<file path="src/rtl/mu0_pkg.sv">
// Shared constants and types for the MU0 registered 1-to-2 demultiplexer.
package mu0_pkg;

   localparam int MU0_WIDTH = 16;

   // Channel select encodings on S
   localparam logic MU0_SEL_A = 1'b0;
   localparam logic MU0_SEL_B = 1'b1;

   // Occupancy of a one-entry channel holding register
   typedef enum logic {
      CH_EMPTY = 1'b0,
      CH_FULL  = 1'b1
   } ch_state_t;

endpackage

</file>
<file path="src/rtl/mu0_hold_reg16.sv">
// One-entry holding register with a valid/ready handshake on its output side.
//
//   state    | meaning
//   ---------+------------------------------------------------
//   CH_EMPTY | no word held, Valid = 0, Q keeps its last word
//   CH_FULL  | Q holds an unconsumed word, Valid = 1
//
// Load must only be raised while CanLoad is high. The caller enforces this.
module mu0_hold_reg16
   import mu0_pkg::*;
#(
   parameter int WIDTH = MU0_WIDTH
) (
   input  logic             Clk,
   input  logic             nReset,
   input  logic             Load,
   input  logic [WIDTH-1:0] Din,
   output logic [WIDTH-1:0] Q,
   output logic             Valid,
   input  logic             Ready,
   output logic             CanLoad
);

   ch_state_t state;

   // Channel occupancy and held word; a drain leaves Q untouched.
   always_ff @(posedge Clk or negedge nReset) begin
      if (!nReset) begin
         state <= CH_EMPTY;
         Q     <= '0;
      end else begin
         case (state)
            CH_EMPTY: begin
               if (Load) begin
                  state <= CH_FULL;
                  Q     <= Din;
               end
            end
            CH_FULL: begin
               if (Load) begin
                  Q <= Din;
               end else if (Ready) begin
                  state <= CH_EMPTY;
               end
            end
            default: state <= CH_EMPTY;
         endcase
      end
   end

   assign Valid   = (state == CH_FULL);
   assign CanLoad = (state == CH_EMPTY) || Ready;

endmodule

</file>
<file path="src/rtl/mu0_demux16_reg.sv">
// Registered 1-to-2 demultiplexer: steers D into channel A or B by S.
// InReady depends only on the selected channel, so a stalled channel never
// blocks traffic to the other one. No combinational path exists from D to Q.
module mu0_demux16_reg
   import mu0_pkg::*;
#(
   parameter int WIDTH = MU0_WIDTH
) (
   input  logic             Clk,
   input  logic             nReset,
   input  logic [WIDTH-1:0] D,
   input  logic             S,
   input  logic             InValid,
   output logic             InReady,
   output logic [WIDTH-1:0] QA,
   output logic             AValid,
   input  logic             AReady,
   output logic [WIDTH-1:0] QB,
   output logic             BValid,
   input  logic             BReady
);

   logic a_can_load;
   logic b_can_load;
   logic in_fire;
   logic load_a;
   logic load_b;

   // Ready mux plus gating by nReset so nothing is accepted while in reset.
   always_comb begin
      InReady = 1'b0;
      if (nReset) begin
         InReady = (S == MU0_SEL_B) ? b_can_load : a_can_load;
      end
   end

   assign in_fire = InValid && InReady;
   assign load_a  = in_fire && (S == MU0_SEL_A);
   assign load_b  = in_fire && (S == MU0_SEL_B);

   mu0_hold_reg16 #(.WIDTH(WIDTH)) u_ch_a (
      .Clk     (Clk),
      .nReset  (nReset),
      .Load    (load_a),
      .Din     (D),
      .Q       (QA),
      .Valid   (AValid),
      .Ready   (AReady),
      .CanLoad (a_can_load)
   );

   mu0_hold_reg16 #(.WIDTH(WIDTH)) u_ch_b (
      .Clk     (Clk),
      .nReset  (nReset),
      .Load    (load_b),
      .Din     (D),
      .Q       (QB),
      .Valid   (BValid),
      .Ready   (BReady),
      .CanLoad (b_can_load)
   );

endmodule

</file>
<file path="config.mk">
export PLATFORM = sky130hd
export DESIGN_NAME = mu0_demux16_reg
export DESIGN_NICKNAME = d
export VERILOG_FILES = /design/src/rtl/mu0_pkg.sv /design/src/rtl/mu0_hold_reg16.sv /design/src/rtl/mu0_demux16_reg.sv
export SDC_FILE = /design/constraint.sdc
export NUM_CORES = 1
export LEC_CHECK = 0
export ABC_CLOCK_PERIOD_IN_PS = 2900
export CORE_MARGIN = 4
export CORE_UTILIZATION = 40
export CTS_CLUSTER_SIZE = 16
export DETAILED_ROUTE_END_ITERATION = 8
export PLACE_DENSITY = 0.77
export SKIP_LAST_GASP = 1
export SLEW_MARGIN = 10
export SYNTH_ARGS = -nofsm -noshare
export SYNTH_HDL_FRONTEND = slang
export SYNTH_HIERARCHICAL = 1
export SYNTH_SLANG_ARGS = --single-unit
</file>
<file path="constraint.sdc">
create_clock -name Clk -period 2.9 [get_ports Clk]
set_input_delay 0.58 -clock Clk [delete_from_list [all_inputs] [get_ports Clk]]
set_output_delay 0.58 -clock Clk [all_outputs]
set_load 0.005 [all_outputs]
</file>
==> qor.json, run 1 <==
{
  "achievable-frequency_ghz": 0.404,
  "worstMarginPinSlew_ns": 0.463,
  "postCtsSetupRepairBufs": 0,
  "final_layout_size_suffix_gt1_share_pct": 33.3,
  "htreeDepth": 2,
  "regToRegSetupSlack_ns": 1.23,
  "p_switching_mw": 0.309,
  "synthDistinctLibCells": 10,
  "post-route-period-util_pct": 85.5,
  "via_count_of_the_first_global_routing_pass": 1036,
  "hold_viol": 0,
  "max-vdd-ir-drop_uv": 375,
  "worst_setup_path_end_kind": "primary output",
  "count_of_final_max_slew_check_failures": 0,
  "die-width_um": 67.3,
  "crit_path_end": "InReady",
  "reg2reg_to": "u_ch_a/Q[15]$_DFFE_PN0P_",
  "tritoncts_clock_tree": "yes",
  "total_leakage_power_nw": 0.909,
  "synth-edff-count": 0,
  "drt_drc_violations_left": 0,
  "dominantRegCellSynth": "sky130_fd_sc_hd__dfrtp_1",
  "critPathLaunchType": "input port",
  "detail-route-antenna-nets": 0,
  "post_syn_nets": 102,
  "cts_hold_buf": 0,
  "dieArea_um2": 4530,
  "antenna_found_initial": 0,
  "overflow": 0,
  "io_pins": 57,
  "design.final.nets": 165,
  "synth.yosys.warnings": 6,
  "worst-r2r-cell-count": 5,
  "drt-total-wl_mm": 2.97,
  "cts_num_sinks": 34,
  "seqPwrFrac_pct": 46.4,
  "synth.most_common_cell": "sky130_fd_sc_hd__dfrtp_1",
  "p_sw_share_pct": 23.1,
  "worst_skew_pair.late_latency_ns": 0.33,
  "yosys.area.top_type_share_pct": 60.5,
  "dr.first_iter.drc_count": 9,
  "synth_seq_area_share_pct": 60.5,
  "filler_cell_count": 287,
  "core_region_area_um2": 3360,
  "numCtsBuffers": 5,
  "drv_cap": 0,
  "maximum_number_of_pins_on_one_net_before_global_route_repair": 22,
  "cts_root_buffer_type": "sky130_fd_sc_hd__clkbuf_4",
  "fin_worst_skew_ns": 0.00258,
  "cp-startpoint": "BReady",
  "flow.area_growth_from_synthesis_pct": 49.4,
  "floorplan.initialDensity_pct": 41.8,
  "synth_area_leaders": "sky130_fd_sc_hd__dfrtp_1, sky130_fd_sc_hd__mux2_4, sky130_fd_sc_hd__mux2_2",
  "crit_path_kind": "in2out",
  "ys_ff_latch": 34,
  "placement.setup.worst_slack_ns": 0.399,
  "die_height_um": 67.3,
  "routability_cong": 0.671,
  "yosys.area.top_type": "sky130_fd_sc_hd__dfrtp_1",
  "setup-violations-final": 0,
  "routed_wire_length_per_instance_um": 15.6,
  "synth_common_cells": "sky130_fd_sc_hd__dfrtp_1, sky130_fd_sc_hd__mux2_4, sky130_fd_sc_hd__mux2_2, sky130_fd_sc_hd__nand2b_1",
  "global_route_wire_length_before_repair_mm": 4.80,
  "timing.rr.start": "u_ch_a/Valid$_DFF_PN0_",
  "worstPathRequired_ns": 2.32,
  "unrepaired_setup_endpoints_after_global_routing": "no",
  "fin_ws_ns": 0.422,
  "worst-path-max-fanout": 2,
  "dr_total_vias": 882,
  "post_cts_resize_count": 0,
  "cts.reportedPaths.clkPinSlew_ns": 0.10,
  "synthesis.area_per_instance_um2": 17.6,
  "mappedNetlistArea_um2": 1410,
  "postSynthCellCount": 80,
  "p_int_mw": 1.03,
  "setup_total_negative_slack_ns": 0,
  "hpwl_mm": 2.20,
  "power.share.combinational_pct": 30.0,
  "power_frac_clock_pct": 23.6,
  "clockBufferDepth": 2,
  "worst_hold_slack_ns": 0.516,
  "vias_per_cell": 4.64,
  "ys_async_sr_fraction_pct": 100,
  "min_path_type": "reg2reg",
  "grt_util_all_layers_pct": 14.7,
  "post-route-min-period_ns": 2.48,
  "run_status": "completed",
  "port_buffers": 56,
  "rows": 21,
  "num_antenna_cells": 0,
  "detailed_router_iteration_count_before_antenna_repair": 2,
  "power_density_over_the_cells_nw_per_um2": 638,
  "timing.max_slew.rel_slack_pct": 69.1,
  "critPathArrivalTime_ns": 1.90
}
[per-stage QoR]
step	power, mW	util, %	instances	cell area, um2
after floorplan	0.772	-	80	1410
after global placement	1.03	60.1	182	2020
after detailed placement	1.04	60.1	182	2020
after CTS	1.36	62.5	190	2100
after global routing	1.41	62.5	190	2100
final	1.34	62.5	190	2100
[state kept, by name, indices dropped and copies added (netlist names)]
signal        count
u_ch_b/Valid      1
u_ch_b/Q         16
u_ch_a/Q         16
u_ch_a/Valid      1
[worst max-delay path: stages]
cell	delay, ns
sky130_fd_sc_hd__clkdlybuf4s50_1	0.45
sky130_fd_sc_hd__nand2b_1	0.12
sky130_fd_sc_hd__nand2_1	0.10
sky130_fd_sc_hd__a21boi_2	0.14
sky130_fd_sc_hd__clkdlybuf4s50_1	0.51
[worst min-delay path by stage]
stage / to / from / cells past startpoint / slack, ns
floorplan: u_ch_a/Q[0]$_DFFE_PN0P_ / nReset / 0 / 0.28
global placement: u_ch_a/Q[15]$_DFFE_PN0P_ / u_ch_a/Q[15]$_DFFE_PN0P_ / 1 / 0.49
detailed placement: u_ch_a/Q[5]$_DFFE_PN0P_ / u_ch_a/Q[5]$_DFFE_PN0P_ / 1 / 0.49
CTS: u_ch_a/Q[5]$_DFFE_PN0P_ / u_ch_a/Q[5]$_DFFE_PN0P_ / 1 / 0.52
global route: u_ch_a/Q[8]$_DFFE_PN0P_ / u_ch_a/Q[8]$_DFFE_PN0P_ / 1 / 0.53
finish: u_ch_a/Q[5]$_DFFE_PN0P_ / u_ch_a/Q[5]$_DFFE_PN0P_ / 1 / 0.52
[cell families (layout without fill, tap and decap cells)]
| group | after synthesis | in the layout | synth area share, % |
|---|---|---|---|
| compound gates | 1 | 1 | 0.801 |
| mux | 32 | 32 | 30.4 |
| flops | 34 | 34 | 60.5 |
| buf+inv | 4 | 68 | 4.45 |
| simple gates | 9 | 9 | 3.83 |
[placed cells by master, fill, tap and decap left out, types with 3 or more instances in the layout]
master,n
sky130_fd_sc_hd__clkbuf_8,3
sky130_fd_sc_hd__nand2b_1,4
sky130_fd_sc_hd__mux2_2,14
sky130_fd_sc_hd__clkbuf_4,5
sky130_fd_sc_hd__dfrtp_1,34
sky130_fd_sc_hd__clkdlybuf4s50_1,56
sky130_fd_sc_hd__mux2_4,18
[power by group through the flow]
stage | Sequential (mW) | Combinational (mW) | Clock, mW
after detailed placement | 0.630 | 0.405 | 0
final | 0.622 | 0.402 | 0.316
after CTS | 0.624 | 0.408 | 0.327
after global placement | 0.630 | 0.396 | 0
after global routing | 0.636 | 0.430 | 0.347
after floorplan | 0.635 | 0.137 | 0
[cell type report]
type	count	area, um2	area share (%)
Timing Repair Buffer	60	616	29.3
Clock buffer	8	78.8	3.75
Tap cell	46	57.6	2.74
Multi-Input combinational cell	42	498	23.7
Sequential cell	34	851	40.5
[per-layer routing]
metal	global-route usage [%]	routed length [um]	vias up
li1	-	-	404
met1	17.1	1290	430
met2	24.0	1360	46
met3	7.32	310	2
met4	3.80	7	0
met5	0	0	-
Power figures use the tool's default switching activity.
==> inputs of run 2 (changes only) <==
- ABC_AREA: unset -> 1
==> run 2 against run 1 <==
Register-to-register slack improved by 0.24 ns. Sequential share of layout area rose by 1.5 points. First-iteration DRC count rose to 5.6 times the previous value. Largest power group unchanged.
==> qor.json, run 2 <==
{
  "run_status": {"value": "completed", "change": "unchanged"},
  "placement.setup.worst_slack": {"value": 0.408, "unit": "ns", "change": "was 0.399 ns"},
  "ys_async_sr_fraction": {"value": 100, "unit": "%", "change": "unchanged"},
  "postCtsSetupRepairBufs": {"value": 0, "change": "unchanged"},
  "p_int": {"value": 0.938, "unit": "mW", "change": "was 1.03 mW"},
  "cts_root_buffer_type": {"value": "sky130_fd_sc_hd__clkbuf_4", "change": "unchanged"},
  "via_count_of_the_first_global_routing_pass": {"value": 1168, "change": "was 1,036"},
  "dieArea": {"value": 4490, "unit": "um2", "change": "was 4530 um2"},
  "htreeDepth": {"value": 2, "change": "unchanged"},
  "crit_family": {"value": "buffers and inverters", "change": "unchanged"},
  "io_pins": {"value": 57, "change": "unchanged"},
  "drt-total-wl": {"value": 3.45, "unit": "mm", "change": "was 2.97 mm"},
  "detail-route-antenna-nets": {"value": 0, "change": "unchanged"},
  "routed_wire_length_per_instance": {"value": 13.3, "unit": "um", "change": "was 15.6 um"},
  "cts.reportedPaths.clkPinSlew": {"value": 0.11, "unit": "ns", "change": "was 0.10 ns"},
  "floorplan.initialDensity": {"value": 41.7, "unit": "%", "change": "was 41.8%"},
  "seqPwrFrac": {"value": 48.2, "unit": "%", "change": "was 46.4%"},
  "cts_hold_buf": {"value": 0, "change": "unchanged"},
  "critPathLaunchType": {"value": "input port", "change": "unchanged"},
  "flow.area_growth_from_synthesis": {"value": 45.6, "unit": "%", "change": "was 49.4%"},
  "worst_setup_path_end_kind": {"value": "primary output", "change": "unchanged"},
  "synthDistinctLibCells": {"value": 11, "change": "was 10"},
  "crit_path_cell_trace": {"value": "clkdlybuf4s50_1, inv_1, nand2_1, nand2_1, a21boi_0, clkdlybuf4s50_1", "change": "was clkdlybuf4s50_1, nand2b_1, nand2_1, a21boi_2, clkdlybuf4s50_1"},
  "antenna_found_initial": {"value": 0, "change": "unchanged"},
  "grt_util_all_layers": {"value": 16.7, "unit": "%", "change": "was 14.7%"},
  "post_cts_resize_count": {"value": 0, "change": "unchanged"},
  "post_syn_nets": {"value": 174, "change": "was 102"},
  "die_height": {"value": 67.0, "unit": "um", "change": "was 67.3 um"},
  "yosys.area.top_type": {"value": "sky130_fd_sc_hd__dfrtp_1", "change": "unchanged"},
  "layoutNonFillerInstCount": {"value": 259, "change": "was 190"},
  "worst-path-max-fanout": {"value": 2, "change": "unchanged"},
  "core_region_area": {"value": 3340, "unit": "um2", "change": "was 3360 um2"},
  "fin_worst_skew": {"value": 0.00844, "unit": "ns", "change": "was 0.00258 ns"},
  "vias_per_cell": {"value": 4.37, "change": "was 4.64"},
  "maximum_number_of_pins_on_one_net_before_global_route_repair": {"value": 36, "change": "was 22"},
  "synth_area_leaders": {"value": "sky130_fd_sc_hd__dfrtp_1, sky130_fd_sc_hd__nand2_1, sky130_fd_sc_hd__nand2_2", "change": "was sky130_fd_sc_hd__dfrtp_1, sky130_fd_sc_hd__mux2_4, sky130_fd_sc_hd__mux2_2"},
  "die-width": {"value": 67.0, "unit": "um", "change": "was 67.3 um"},
  "postSynthCellCount": {"value": 152, "change": "was 80"},
  "met2_length": {"value": 1.76, "unit": "mm", "change": "was 1.36 mm"},
  "min_path_type": {"value": "in2async", "change": "was reg2reg"},
  "num_antenna_cells": {"value": 0, "change": "unchanged"},
  "synth.most_common_cell": {"value": "sky130_fd_sc_hd__nand2_1", "change": "was sky130_fd_sc_hd__dfrtp_1"},
  "worst_skew_pair.late_latency": {"value": 0.33, "unit": "ns", "change": "about the same"},
  "ys_ff_latch": {"value": 34, "change": "unchanged"},
  "timing.critical_path.slowest_stage_cell": {"value": "sky130_fd_sc_hd__clkdlybuf4s50_1", "change": "unchanged"},
  "worstMarginPinSlew": {"value": 0.432, "unit": "ns", "change": "was 0.463 ns"},
  "post-place-cells": {"value": 251, "change": "was 182"},
  "design.final.nets": {"value": 234, "change": "was 165"},
  "dr_total_vias": {"value": 1132, "change": "was 882"},
  "p_sw_share": {"value": 26.1, "unit": "%", "change": "was 23.1%"},
  "timing.max_slew.rel_slack": {"value": 71.2, "unit": "%", "change": "was 69.1%"},
  "route.met3.wl": {"value": 185, "unit": "um", "change": "was 310 um"},
  "cts_num_sinks": {"value": 34, "change": "unchanged"},
  "unrepaired_setup_endpoints_after_global_routing": {"value": "no", "change": "unchanged"},
  "global_route_wire_length_before_repair": {"value": 5.51, "unit": "mm", "change": "was 4.80 mm"},
  "regToRegSetupSlack": {"value": 1.47, "unit": "ns", "change": "was 1.23 ns"},
  "hpwl": {"value": 2.50, "unit": "mm", "change": "was 2.20 mm"},
  "post-route-period-util": {"value": 85.6, "unit": "%", "change": "was 85.5%"},
  "tritoncts_clock_tree": {"value": "yes", "change": "unchanged"},
  "overflow": {"value": 0, "change": "unchanged"},
  "dr.first_iter.drc_count": {"value": 50, "change": "was 9"},
  "critPathBufInv": {"value": 3, "change": "was 2"},
  "critPathMaxStageDelay": {"value": 0.52, "unit": "ns", "change": "was 0.51 ns"},
  "topRoutingLayerUsed": {"value": "met4", "change": "unchanged"},
  "port_buffers": {"value": 56, "change": "unchanged"},
  "power_frac_clock": {"value": 25.3, "unit": "%", "change": "was 23.6%"},
  "post-route-min-period": {"value": 2.48, "unit": "ns", "change": "about the same"},
  "drv_cap": {"value": 0, "change": "unchanged"},
  "power_density_over_the_cells": {"value": 627, "unit": "nW/um2", "change": "was 638 nW/um2"},
  "mostFrequentLayoutCells": {"value": "sky130_fd_sc_hd__nand2_1, sky130_fd_sc_hd__clkdlybuf4s50_1, sky130_fd_sc_hd__dfrtp_1, sky130_fd_sc_hd__nand2_2, sky130_fd_sc_hd__clkbuf_4", "change": "was sky130_fd_sc_hd__clkdlybuf4s50_1, sky130_fd_sc_hd__dfrtp_1, sky130_fd_sc_hd__mux2_4, sky130_fd_sc_hd__mux2_2, sky130_fd_sc_hd__clkbuf_4"},
  "yosys.area.top_type_share": {"value": 61.2, "unit": "%", "change": "was 60.5%"},
  "clockBufferDepth": {"value": 2, "change": "unchanged"},
  "worstPathRequired": {"value": 2.32, "unit": "ns", "change": "about the same"},
  "synth_seq_area_share": {"value": 61.2, "unit": "%", "change": "was 60.5%"},
  "synth-edff-count": {"value": 0, "change": "unchanged"},
  "fin_ws": {"value": 0.417, "unit": "ns", "change": "was 0.422 ns"},
  "setup_total_negative_slack": {"value": 0, "unit": "ns", "change": "unchanged"},
  "wire_length_on_met1": {"value": 1.46, "unit": "mm", "change": "was 1.29 mm"},
  "setup-violations-final": {"value": 0, "change": "unchanged"},
  "max-vdd-ir-drop": {"value": 376, "unit": "uV", "change": "was 375 uV"},
  "final_layout_size_suffix_gt1_share": {"value": 9.86, "unit": "%", "change": "was 33.3%"},
  "critPathArrivalTime": {"value": 1.90, "unit": "ns", "change": "about the same"},
  "synthesis.area_per_instance": {"value": 9.15, "unit": "um2", "change": "was 17.6 um2"},
  "detailed_router_iteration_count_before_antenna_repair": {"value": 4, "change": "was 2"},
  "p_switching": {"value": 0.331, "unit": "mW", "change": "was 0.309 mW"},
  "total_leakage_power": {"value": 1.03, "unit": "nW", "change": "was 0.909 nW"},
  "power.share.combinational": {"value": 26.4, "unit": "%", "change": "was 30.0%"},
  "synth_common_cells": {"value": "sky130_fd_sc_hd__nand2_1, sky130_fd_sc_hd__dfrtp_1, sky130_fd_sc_hd__nand2_2, sky130_fd_sc_hd__inv_1", "change": "was sky130_fd_sc_hd__dfrtp_1, sky130_fd_sc_hd__mux2_4, sky130_fd_sc_hd__mux2_2, sky130_fd_sc_hd__nand2b_1"},
  "synth.yosys.warnings": {"value": 6, "change": "unchanged"},
  "achievable-frequency": {"value": 0.403, "unit": "GHz", "change": "was 0.404 GHz"},
  "numCtsBuffers": {"value": 5, "change": "unchanged"},
  "drt_drc_violations_left": {"value": 0, "change": "unchanged"},
  "crit_path_kind": {"value": "in2out", "change": "unchanged"},
  "routability_cong": {"value": 0.760, "change": "was 0.671"},
  "count_of_final_max_slew_check_failures": {"value": 0, "change": "unchanged"},
  "mappedNetlistArea": {"value": 1390, "unit": "um2", "change": "was 1410 um2"},
  "layout_commonest_cell": {"value": "sky130_fd_sc_hd__nand2_1", "change": "was sky130_fd_sc_hd__clkdlybuf4s50_1"},
  "largestRegisters": {"value": "u_ch_a/Q: 16 flops, u_ch_b/Q: 16 flops", "change": "unchanged"},
  "hold_viol": {"value": 0, "change": "unchanged"},
  "rows": {"value": 21, "change": "unchanged"},
  "dominantRegCellSynth": {"value": "sky130_fd_sc_hd__dfrtp_1", "change": "unchanged"}
}
## run 2: cell type report
class | instances | area, um2
clock buffers | 8 | 78.8
fillers | 312 | 1310
inverters | 5 | 33.8
multi-input cells | 107 | 427
flip-flops and latches | 34 | 851
well taps | 46 | 57.6
repair buffers | 59 | 578
## run 2: power groups by stage
| stage | clock network (mW) | registers, mW | logic, mW |
|---|---|---|---|
| floorplan | 0 | 0.626 | 0.0906 |
| global placement | 0 | 0.617 | 0.334 |
| detailed placement | 0 | 0.622 | 0.341 |
| CTS | 0.326 | 0.613 | 0.343 |
| global route | 0.348 | 0.625 | 0.373 |
| finish | 0.321 | 0.612 | 0.336 |
## run 2: worst reg2reg max path, stage by stage (launching register included)
cell,delay (ns)
sky130_fd_sc_hd__dfrtp_1,0.40
sky130_fd_sc_hd__nand2_1,0.10
sky130_fd_sc_hd__nand2_1,0.07
sky130_fd_sc_hd__nand2_1,0.08
sky130_fd_sc_hd__nand3_2,0.06
sky130_fd_sc_hd__nor2_1,0.11
sky130_fd_sc_hd__buf_4,0.26
sky130_fd_sc_hd__inv_8,0.10
sky130_fd_sc_hd__nand2_1,0.07
sky130_fd_sc_hd__nand2_1,0.05
## run 2: layer usage
metal | global-route usage, % | up-vias
met2 | 28.7 | 32
li1 | - | 571
met1 | 20.5 | 525
met4 | 6.08 | 0
met3 | 3.20 | 4
met5 | 0 | -
## run 2: logic make-up (layout without fill, tap and decap cells)
family                 Yosys count  after routing  share of synthesized area, %
buffers and inverters           11             72                          8.18
DFF                             34             34                          61.2
AOI/OAI and AO/OA                1              1                         0.540
and+or+nand+nor                106            106                          30.1
## run 2: final timing paths
| path | startpoint | to | cells after the start |
|---|---|---|---|
| max | BReady | InReady | 6 |
| min reg2reg | u_ch_b/Q[12]$_DFFE_PN0P_ | u_ch_b/Q[12]$_DFFE_PN0P_ | 2 |
| max in group asynchronous | nReset | u_ch_a/Q[9]$_DFFE_PN0P_ | 2 |
| max reg2reg | u_ch_b/Valid$_DFF_PN0_ | u_ch_a/Q[1]$_DFFE_PN0P_ | 9 |
| min | nReset | u_ch_b/Q[8]$_DFFE_PN0P_ | 2 |
| min in group Clk | u_ch_b/Q[12]$_DFFE_PN0P_ | u_ch_b/Q[12]$_DFFE_PN0P_ | 2 |
## run 2: per-stage QoR
step	power [mW]	utilization (%)	area, um2	hold slack (ns)
after CTS	1.28	60.7	2030	0.314
after detailed placement	0.963	58.3	1950	0.458
after floorplan	0.716	-	1390	0.284
after global placement	0.951	58.3	1950	0.453
after global routing	1.35	60.7	2030	0.325
final	1.27	60.7	2030	0.292
==> inputs of run 3 (changes only) <==
- CORE_UTILIZATION: 40 -> 60
- DONT_BUFFER_PORTS: unset -> 1
- PLACE_DENSITY: 0.77 -> 0.78
==> run 3 against run 2 <==
Flip-flop and latch count is the same. Global-route usage rose by 2.5 points. Power is 20% lower. Design area down 29%. Sequential share of layout area rose by 17 points. Critical path type is now reg2reg. Critical endpoint is now u_ch_a/Q[13]$_DFFE_PN0P_. Highest routed layer unchanged.
==> qor.json, run 3 (same netlist as run 2, synthesis figures left out) <==
{
  "unrepaired_setup_endpoints_after_global_routing": {"value": "no", "change": "unchanged"},
  "crit_path_cell_trace": {"value": "nand2_1, nand2_1, nand2_1, nand3_2, nor2_1, buf_4, inv_8, nand2_1, nand2_1", "change": "was clkdlybuf4s50_1, inv_1, nand2_1, nand2_1, a21boi_0, clkdlybuf4s50_1"},
  "dr.first_iter.drc_count": {"value": 18, "change": "was 50"},
  "post-route-period-util": {"value": 61.9, "unit": "%", "change": "was 85.6%"},
  "maximum_number_of_pins_on_one_net_before_global_route_repair": {"value": 35, "change": "was 36"},
  "routability_cong": {"value": 0.732, "change": "was 0.760"},
  "crit_path_kind": {"value": "reg2reg", "change": "was in2out"},
  "fin_worst_skew": {"value": 0.0115, "unit": "ns", "change": "was 0.00844 ns"},
  "drt-total-wl": {"value": 2.78, "unit": "mm", "change": "was 3.45 mm"},
  "cts_root_buffer_type": {"value": "sky130_fd_sc_hd__clkbuf_4", "change": "unchanged"},
  "achievable-frequency": {"value": 0.557, "unit": "GHz", "change": "was 0.403 GHz"},
  "final-seq-area": {"value": 851, "unit": "um2", "change": "unchanged"},
  "drt_drc_violations_left": {"value": 0, "change": "unchanged"},
  "hold_viol": {"value": 0, "change": "unchanged"},
  "floorplan.initialDensity": {"value": 62.9, "unit": "%", "change": "was 41.7%"},
  "numCtsBuffers": {"value": 5, "change": "unchanged"},
  "hpwl": {"value": 1.99, "unit": "mm", "change": "was 2.50 mm"},
  "final_layout_size_suffix_gt1_share": {"value": 12.1, "unit": "%", "change": "was 9.86%"},
  "setup-violations-final": {"value": 0, "change": "unchanged"},
  "filler_cell_count": {"value": 195, "change": "was 312"},
  "via_count_of_the_first_global_routing_pass": {"value": 962, "change": "was 1,168"},
  "timing.critical_path.slowest_stage_cell": {"value": "sky130_fd_sc_hd__nor2_1", "change": "was sky130_fd_sc_hd__clkdlybuf4s50_1"},
  "setup_total_negative_slack": {"value": 0, "unit": "ns", "change": "unchanged"},
  "rows": {"value": 17, "change": "was 21"},
  "critPathLaunchType": {"value": "flop", "change": "was input port"},
  "critPathBufInv": {"value": 2, "change": "was 3"},
  "detailed_router_iteration_count_before_antenna_repair": {"value": 4, "change": "unchanged"},
  "min_path_type": {"value": "in2async", "change": "unchanged"},
  "dieArea": {"value": 3150, "unit": "um2", "change": "was 4490 um2"},
  "max-vdd-ir-drop": {"value": 473, "unit": "uV", "change": "was 376 uV"},
  "dr_total_vias": {"value": 958, "change": "was 1,132"},
  "timing.max_slew.rel_slack": {"value": 58.5, "unit": "%", "change": "was 71.2%"},
  "layout_commonest_cell": {"value": "sky130_fd_sc_hd__nand2_1", "change": "unchanged"},
  "overflow": {"value": 0, "change": "unchanged"},
  "global_route_wire_length_before_repair": {"value": 4.64, "unit": "mm", "change": "was 5.51 mm"},
  "num_antenna_cells": {"value": 0, "change": "unchanged"},
  "worst-path-max-fanout": {"value": 17, "change": "was 2"},
  "post_cts_resize_count": {"value": 0, "change": "unchanged"},
  "critPathArrivalTime": {"value": 2.01, "unit": "ns", "change": "was 1.90 ns"},
  "grt_util_all_layers": {"value": 19.1, "unit": "%", "change": "was 16.7%"},
  "drv_cap": {"value": 0, "change": "unchanged"},
  "cp_common_cell": "sky130_fd_sc_hd__nand2_1",
  "design.final.nets": {"value": 178, "change": "was 234"},
  "crit_family": {"value": "simple AND/OR/NAND/NOR gates", "change": "was buffers and inverters"},
  "count_of_final_max_slew_check_failures": {"value": 0, "change": "unchanged"},
  "power_density_over_the_cells": {"value": 700, "unit": "nW/um2", "change": "was 627 nW/um2"},
  "die-width": {"value": 56.2, "unit": "um", "change": "was 67.0 um"},
  "tritoncts_clock_tree": {"value": "yes", "change": "unchanged"},
  "largestRegisters": {"value": "u_ch_a/Q: 16 flops, u_ch_b/Q: 16 flops", "change": "unchanged"},
  "worstMarginPinSlew": {"value": 0.621, "unit": "ns", "change": "was 0.432 ns"},
  "clockBufferDepth": {"value": 2, "change": "unchanged"},
  "cts_num_sinks": {"value": 34, "change": "unchanged"},
  "total_leakage_power": {"value": 0.810, "unit": "nW", "change": "was 1.03 nW"},
  "port_buffers": {"value": 0, "change": "was 56"},
  "antenna_found_initial": {"value": 0, "change": "unchanged"},
  "critPathMaxStageDelay": {"value": 0.48, "unit": "ns", "change": "was 0.52 ns"},
  "routed_wire_length_per_instance": {"value": 15.0, "unit": "um", "change": "was 13.3 um"},
  "core_region_area": {"value": 2210, "unit": "um2", "change": "was 3340 um2"},
  "worstPathRequired": {"value": 3.12, "unit": "ns", "change": "was 2.32 ns"},
  "post-route-min-period": {"value": 1.80, "unit": "ns", "change": "was 2.48 ns"},
  "multi_input_comb_area": {"value": 427, "unit": "um2", "change": "unchanged"},
  "mostFrequentLayoutCells": {"value": "sky130_fd_sc_hd__nand2_1, sky130_fd_sc_hd__dfrtp_1, sky130_fd_sc_hd__nand2_2, sky130_fd_sc_hd__clkbuf_4, sky130_fd_sc_hd__inv_1", "change": "was sky130_fd_sc_hd__nand2_1, sky130_fd_sc_hd__clkdlybuf4s50_1, sky130_fd_sc_hd__dfrtp_1, sky130_fd_sc_hd__nand2_2, sky130_fd_sc_hd__clkbuf_4"},
  "vias_per_cell": {"value": 5.18, "change": "was 4.37"},
  "worst_skew_pair.late_latency": {"value": 0.32, "unit": "ns", "change": "was 0.33 ns"},
  "worst_setup_path_end_kind": {"value": "flop", "change": "was primary output"},
  "htreeDepth": {"value": 2, "change": "unchanged"},
  "cts.reportedPaths.clkPinSlew": {"value": 0.10, "unit": "ns", "change": "was 0.11 ns"},
  "io_pins": {"value": 57, "change": "unchanged"},
  "flow.area_growth_from_synthesis": {"value": 3.60, "unit": "%", "change": "was 45.6%"},
  "run_status": {"value": "completed", "change": "unchanged"},
  "detail-route-antenna-nets": {"value": 0, "change": "unchanged"},
  "die_height": {"value": 56.2, "unit": "um", "change": "was 67.0 um"},
  "utilization": {"value": 65.2, "unit": "%", "change": "was 60.7%"}
}
run 3: cell types whose count changed in the layout (fill, tap and decap cells not counted):
cell and change:
sky130_fd_sc_hd__clkinv_2 +1, sky130_fd_sc_hd__clkdlybuf4s50_1 -55, sky130_fd_sc_hd__buf_4 -1, sky130_fd_sc_hd__buf_12 +1
sky130_fd_sc_hd__clkbuf_1 +1, sky130_fd_sc_hd__buf_2 -1, sky130_fd_sc_hd__clkbuf_8 -2
run 3: per-stage QoR:
stage	worst slack, ns	total power [mW]	instance area [um2]	hold WS, ns	cells
3_3_place_gp	0.974	0.740	1360	0.285	176
6_report	1.10	1.01	1440	0.0734	185
4_1_cts	1.11	1.03	1440	0.0705	185
5_1_grt	0.911	1.08	1440	0.0621	185
3_5_place_dp	0.934	0.749	1360	0.285	176
2_1_floorplan	1.41	0.716	1390	0.284	152
run 3: per-layer routing:
metal	global-route usage, %	routed length [um]
met1	23.6	1120
met2	29.2	1330
met3	8.35	295
met4	7.80	32
met5	0	0
run 3: final timing paths:
path                                          from                       end  slack [ns]  cells past startpoint
setup / recovery            u_ch_b/Valid$_DFF_PN0_  u_ch_a/Q[13]$_DFFE_PN0P_        1.10                      9
hold / removal                              nReset   u_ch_a/Q[4]$_DFFE_PN0P_        0.07                      1
setup reg to reg            u_ch_b/Valid$_DFF_PN0_  u_ch_a/Q[13]$_DFFE_PN0P_        1.10                      9
hold reg to reg            u_ch_a/Q[1]$_DFFE_PN0P_   u_ch_a/Q[1]$_DFFE_PN0P_        0.51                      2
max in group asynchronous                   nReset   u_ch_a/Q[3]$_DFFE_PN0P_        2.64                      1
min in group Clk                              D[4]   u_ch_b/Q[4]$_DFFE_PN0P_        0.37                      2
run 3: report_power, final:
group / internal [mW] / leakage [nW] / switching (mW) / total [mW]
sequential: 0.562 / 0.425 / 0.0751 / 0.637
clock: 0.118 / 0.0353 / 0.144 / 0.261
combinational: 0.0444 / 0.349 / 0.0667 / 0.111
run 3: repair_timing:
| item | 4_1_cts | 5_1_grt |
|---|---|---|
| hold buffers | 1 | 0 |
| hold endpoints to repair | 34 | 0 |
| buffers inserted | 0 | 0 |
| endpoints found under the setup margin | 0 | 0 |
run 3: final cells by class:
| cell class | instances | area share [%] |
|---|---|---|
| inverter | 5 | 2.34 |
| multi-input combinational | 107 | 29.6 |
| clock buffer | 7 | 3.82 |
| timing repair buffer | 3 | 2.43 |
| clock inverter | 1 | 0.347 |
| sequential | 34 | 59.0 |
| tap | 28 | 2.43 |
